$ cat config.mk
export PLATFORM = sky130hd
export DESIGN_NAME = err_compute_ctrl
export DESIGN_NICKNAME = d
export VERILOG_FILES = /design/src/rtl/err_ctrl_pkg.sv /design/src/rtl/err_sel_cnt.sv /design/src/rtl/err_compute_ctrl.sv
export SDC_FILE = /design/constraint.sdc
export NUM_CORES = 1
export LEC_CHECK = 0
export CAP_MARGIN = 5
export CORE_AREA = 2 2 39 41
export DETAILED_ROUTE_END_ITERATION = 16
export DIE_AREA = 0 0 41 43
export HOLD_SLACK_MARGIN = 0.15
export PLACE_DENSITY = 0.59
export SLEW_MARGIN = 5
export SYNTH_ARGS = -nofsm -noshare
export SYNTH_HDL_FRONTEND = slang
export SYNTH_HIERARCHICAL = 1
export SYNTH_SLANG_ARGS = --single-unit
$ cat constraint.sdc
create_clock -name clk -period 2.1 [get_ports clk]
set_clock_uncertainty 0.1 [all_clocks]
set_input_delay 0.42 -clock clk [delete_from_list [all_inputs] [get_ports clk]]
set_output_delay 0.42 -clock clk [all_outputs]
set_load 0.02 [all_outputs]
$ cat src/rtl/err_ctrl_pkg.sv
// rtl/err_ctrl_pkg.sv - shared state type and sequence constants for the error sequencer
package err_ctrl_pkg;

  typedef enum logic [1:0] {IDLE, CLR, ACCUM, DONE} err_ctrl_state_t;

  localparam int NUM_TERMS = 8;
  localparam int SEL_W     = 3;

endpackage

$ cat src/rtl/err_sel_cnt.sv
// rtl/err_sel_cnt.sv - operand select counter walking the NUM_TERMS IR operands
module err_sel_cnt
  import err_ctrl_pkg::*;
(
  input  logic             clk,
  input  logic             rst_n,
  input  logic             inc,
  input  logic             clr,
  output logic [SEL_W-1:0] cnt,
  output logic             last
);

  // Count operands while accumulating; clear holds it at 0 otherwise.
  always_ff @(posedge clk or negedge rst_n) begin
    if (!rst_n) begin
      cnt <= '0;
    end else if (clr) begin
      cnt <= '0;
    end else if (inc) begin
      cnt <= cnt + SEL_W'(1);
    end
  end

  assign last = (cnt == SEL_W'(NUM_TERMS - 1));

endmodule

$ cat src/rtl/err_compute_ctrl.sv
// rtl/err_compute_ctrl.sv - IR error accumulator sequencer; ERR_CTRL_PEND_EN queues one request while busy
module err_compute_ctrl
  import err_ctrl_pkg::*;
(
  input  logic       clk,
  input  logic       rst_n,
  input  logic       IR_vld,
  output logic       clr_accum,
  output logic       en_accum,
  output logic [2:0] sel,
  output logic       sub,
  output logic       err_vld,
  output logic       busy
);

  err_ctrl_state_t  state;
  err_ctrl_state_t  state_nxt;
  logic [SEL_W-1:0] cnt;
  logic             last;
  logic             pend;

  // The counter only runs in ACCUM, so it wraps 7->0 on the way to DONE
  // and is held at 0 in every other state.
  err_sel_cnt u_sel_cnt (
    .clk   (clk),
    .rst_n (rst_n),
    .inc   (state == ACCUM),
    .clr   (state != ACCUM),
    .cnt   (cnt),
    .last  (last)
  );

`ifdef ERR_CTRL_PEND_EN
  // Remember one request arriving mid-frame; DONE always consumes it.
  always_ff @(posedge clk or negedge rst_n) begin
    if (!rst_n) begin
      pend <= 1'b0;
    end else if ((state == CLR || state == ACCUM) && IR_vld) begin
      pend <= 1'b1;
    end else if (state == DONE) begin
      pend <= 1'b0;
    end
  end
`else
  assign pend = 1'b0;
`endif

  // State register.
  always_ff @(posedge clk or negedge rst_n) begin
    if (!rst_n) begin
      state <= IDLE;
    end else begin
      state <= state_nxt;
    end
  end

  // Next-state and Moore output decode from state and counter only.
  always_comb begin
    state_nxt = state;
    clr_accum = 1'b0;
    en_accum  = 1'b0;
    sel       = '0;
    err_vld   = 1'b0;
    busy      = 1'b0;
    case (state)
      IDLE: begin
        if (IR_vld) state_nxt = CLR;
      end
      CLR: begin
        clr_accum = 1'b1;
        busy      = 1'b1;
        state_nxt = ACCUM;
      end
      ACCUM: begin
        en_accum = 1'b1;
        busy     = 1'b1;
        sel      = cnt;
        if (last) state_nxt = DONE;
      end
      DONE: begin
        err_vld   = 1'b1;
        state_nxt = (IR_vld || pend) ? CLR : IDLE;
      end
      default: begin
        state_nxt = IDLE;
      end
    endcase
  end

  // Odd selects are the left readings, which are subtracted.
  assign sub = sel[0];

endmodule

# [Word level (Yosys, flattened, before mapping)]
# Index checks and enable logic that the tools add are counted.
[classes] reduce_logical=4 n_addsub=1 n_eq_ne=7 muxes=11
[ops] cell="$mux W3" n=3
[ops] cell="$pmux W2 S4" n=1
[ops] cell="$ne A2 B2 Y1 const B" n=3
[ops] cell="$mux W1" n=5
[ops] cell="$eq A2 B2 Y1 const B" n=2
[ops] cell="$mux W2" n=2
[ops] cell="$add A3 B1 Y3 const B" n=1
[ops] cell="$eq A3 B3 Y1 const B" n=1
[ops] cell="$eq A2 B1 Y1 const B" n=1
[ops] cell="$logic_not A2 Y1" n=1
[ops] cell="$reduce_and A2 Y1" n=1
[ops] cell="$reduce_bool A2 Y1" n=1
[ops] cell="$reduce_or A2 Y1" n=1
[word_totals] word_cells=25 register_bits=5

# [Longest topological paths before layout]
[logic_depth] word_depth=3 mapped_depth=5 depth_no_buf=5

# [Cells and area by module]
# Netlist, hierarchy kept.
[modules_own_cells] mod="err_compute_ctrl" area_each_um2=224.0 n_inst=1 cells_each=22 seq_area_each_um2=50.0
[modules_own_cells] mod="err_sel_cnt" area_each_um2=140.1 n_inst=1 cells_each=11 seq_area_each_um2=75.1

# [Least setup slack after synthesis]
# OpenSTA, ideal clock, no wires.
[synth_path] kind="reg-to-output" from="register state[0]" to="output sel[0]" arrival_ns=1.127 stages_incl_launch_ff=5 slack_ns=0.453 path_cell_list="dfrtp_1 inv_1 ha_1 and2_2 buf_4"
[synth_between] elab_chain_cells=2
[synth_rtl] element="start, declared" line_no="err_compute_ctrl.sv:16" rtl="err_ctrl_state_t state;"
[synth_rtl] element="start signal, assigned" line_no="err_compute_ctrl.sv:53" rtl="state <= state_nxt;"
[synth_rtl] element="$eq A2 B2 Y1" line_no="err_compute_ctrl.sv:65" rtl="case (state)"
[synth_rtl] element="$mux W3" line_no="err_compute_ctrl.sv:65"
[synth_rtl] element="end, declared" line_no="err_compute_ctrl.sv:10" rtl="output logic [2:0] sel,"
# Every way passes these cells.

# [Worst setup path after layout]
[layout_path] from="register state[1]" to="output err_vld"
[layout_between] elab_chain_cells=2
[layout_rtl] element="$eq A2 B2 Y1" line_no="err_compute_ctrl.sv:65"
[layout_rtl] element="$mux W1" line_no="err_compute_ctrl.sv:65"
[layout_rtl] element="end, declared" line_no="err_compute_ctrl.sv:12" rtl="output logic err_vld,"
# Every way passes these cells.

==> results.toml <==
[drt]
drtPass1Iterations = 1
totalWireLength_um = 575
ant_nets = 0
vias = 258
vias_per_cell = 3.97
drtIter0Drc = 0
drc_errors = 0
wl_per_cell_um = 8.85

[sta]
maxSlewHeadroom_pct = 85.1
finalHoldWorstSlack_ps = 302
grt_setup_unrepaired = "no"
hold_viol = 0
fmax_ghz = 0.503
maxSlewViolCount = 0
setup_tns_ps = 0
min_period_over_period_pct = 94.7
tightest_slew_ps = 223
setup_violations = 0
period_needed_ps = 1990

[setup_path]
crit_end = "err_vld"
crit_arrival_ps = 1470
crit_type = "reg -> out"
cp-start-kind = "flip-flop"
r2r-start = "u_sel_cnt/cnt[0]"
r2r_slack_ps = 510
slowest_delay_ps = 600
rr_worst_depth = 5
slowest_stage = "clkdlybuf4s50_1"
regToRegEndpoint = "state[1]"
startpoint = "state[1]"
crit_chain = "ha_1, clkdlybuf4s50_1"
end_kind = "output port"
crit_path_max_fanout = 6
crit_required_ps = 1580

[yosys]
ys_top_cells_by_area = "dfrtp_1, ha_1, and2_2"
synth.most_common_cell = "ha_1"
syn_inst = 33
ys_seq_area_share_pct = 34.4
syn-cell-area_um2 = 364
synth.distinct_cells = 16
synth_edf_count = 0
synth_ff_type = "dfrtp_1"
yosys_warnings = 6
yosys-top-cells-count = "ha_1, dfrtp_1, and2_2, inv_1, nor2_1"
ys_async_sr_fraction_pct = 100
synthesis.nets = 43
yosysTopAreaCell = "dfrtp_1"
netlist.area_leader.share_pct = 34.4
synth_area_per_cell_um2 = 11.0
ys_ff_latch = 5

[floorplan]
fp-row-count = 14
start_util_pct = 26.3
core_area_um2 = 1380
die_h_um = 43
die_area_um2 = 1760
io_pins = 11
fp.dieW_um = 41

[cells_and_area]
drive_above_1_share_pct = 28.6
area_delta_synth_final_pct = 43.3
diodes = 0
final_nets = 60
fill_cells = 138

[global_route]
grt_pass1_vias = 232
overflow = 0
grt_first_pass_wirelength_um = 945
grt_max_degree = 7
antenna_found_initial = 0
grt.total_usage_pct = 8.18

[status]
status = "finished clean"

[clocking]
cts_tree = "built"
root_buffer = "clkbuf_4"
cts-buffers-inserted = 3
htreeDepth = 1
clock_latency_ps = 230
cts_setup_buffers = 0
path_clk_slew_ps = 40
cts_buffer_depth = 2
numClockSinks = 5

[power]
ir_worst_vdd_uv = 611
power_density_nw_per_um2 = 1460
p_leak_uw = 0.000288

[placed_design]
portBuffers = 10
gp_congestion = 0.633

[min_path]
hp-class = "in -> async"

[run]
cap_violations = 0
==> how the worst min path moves through the flow <==
stage	start	to	slack, ps	cells after the start
final	rst_n	state[1]	300	1
after CTS	rst_n	state[1]	300	1
after detailed placement	u_sel_cnt/cnt[1]	u_sel_cnt/cnt[1]	470	2
after global routing	rst_n	state[1]	320	1
after global placement	u_sel_cnt/cnt[1]	u_sel_cnt/cnt[1]	480	2
after floorplan	rst_n	state[0]	20	0
==> flip-flops by register name, indices dropped and copies added, names as in the netlist <==
register	count
state	2
u_sel_cnt/cnt	3
==> worst max-delay path, delay by kind of cell, from the launching register on <==
kind / cells / cell delay [ps]
fa+ha+maj: 1 / 200
buf+inv: 1 / 600
flops: 1 / 430
==> cells in the final DEF, fill, tap and decap left out <==
master           netlist  layout
ha_1                   7       7
dlygate4sd2_1          0       5
dfrtp_1                5       5
inv_1                  3       3
and2_2                 3       3
clkbuf_4               0       3
clkdlybuf4s50_1        0       3
buf_4                  1       3
nor2_1                 3       3
mux2i_1                2       2
inv_2                  1       1
nand2b_2               1       1
a21oi_1                1       1
a21boi_1               1       1
nand4_1                1       1
o221ai_2               1       1
o21ai_2                1       1
mux2_4                 1       1
clkbuf_1               0       1
dlymetal6s2s_1         0       1
clkdlybuf4s15_1        0       1
xnor2_1                1       1
==> per-layer routing <==
layer	vias to the layer above	GRT usage [%]	wire length, um
li1	141	-	-
met1	111	12.5	284
met2	6	9.69	262
met3	0	1.57	29
met4	0	6.00	0
met5	-	0	0
==> kinds of logic after synthesis <==
family                   synth area share [%]
flip-flops                               34.4
XOR/XNOR                                 2.41
multiplexers                             9.62
AO/OA/AOI/OAI                            9.96
adder cells (fa/ha/maj)                  24.1
buffers and inverters                    6.19
AND/OR/NAND/NOR                          13.4
==> layout make-up <==
| type | instances | area, um2 | area share [%] |
|---|---|---|---|
| inverters | 4 | 15.0 | 2.88 |
| clock buffers | 4 | 26.3 | 5.04 |
| multi-input cells | 23 | 216 | 41.5 |
| repair buffers | 13 | 119 | 22.8 |
| flip-flops and latches | 5 | 125 | 24.0 |
| well taps | 16 | 20.0 | 3.84 |
==> stage by stage <==
| stage | power [uW] | cell area, um2 | cells | utilization [%] | setup WS [ps] |
|---|---|---|---|---|---|
| after floorplan | 512 | 364 | 33 | - | 453 |
| after global placement | 701 | 499 | 61 | 36.1 | 119 |
| after detailed placement | 694 | 499 | 61 | 36.1 | 106 |
| after CTS | 779 | 518 | 65 | 37.4 | 42.6 |
| after global routing | 835 | 522 | 65 | 37.7 | 0.203 |
| final | 760 | 522 | 65 | 37.7 | 110 |
==> timing repair <==
action                     CTS  global route
hold buffers                 0             0
setup endpoints to repair    6             2
gates resized for setup      6             2
==> power breakdown <==
part	total [uW]	switching, uW	leakage (uW)	internal [uW]
Sequential	167	37.2	0.0000653	130
Clock	107	35.0	0.0000150	71.6
Combinational	486	244	0.000208	242
Total	760	316	0.000288	443
No activity file was read; power rests on OpenSTA's default activity.
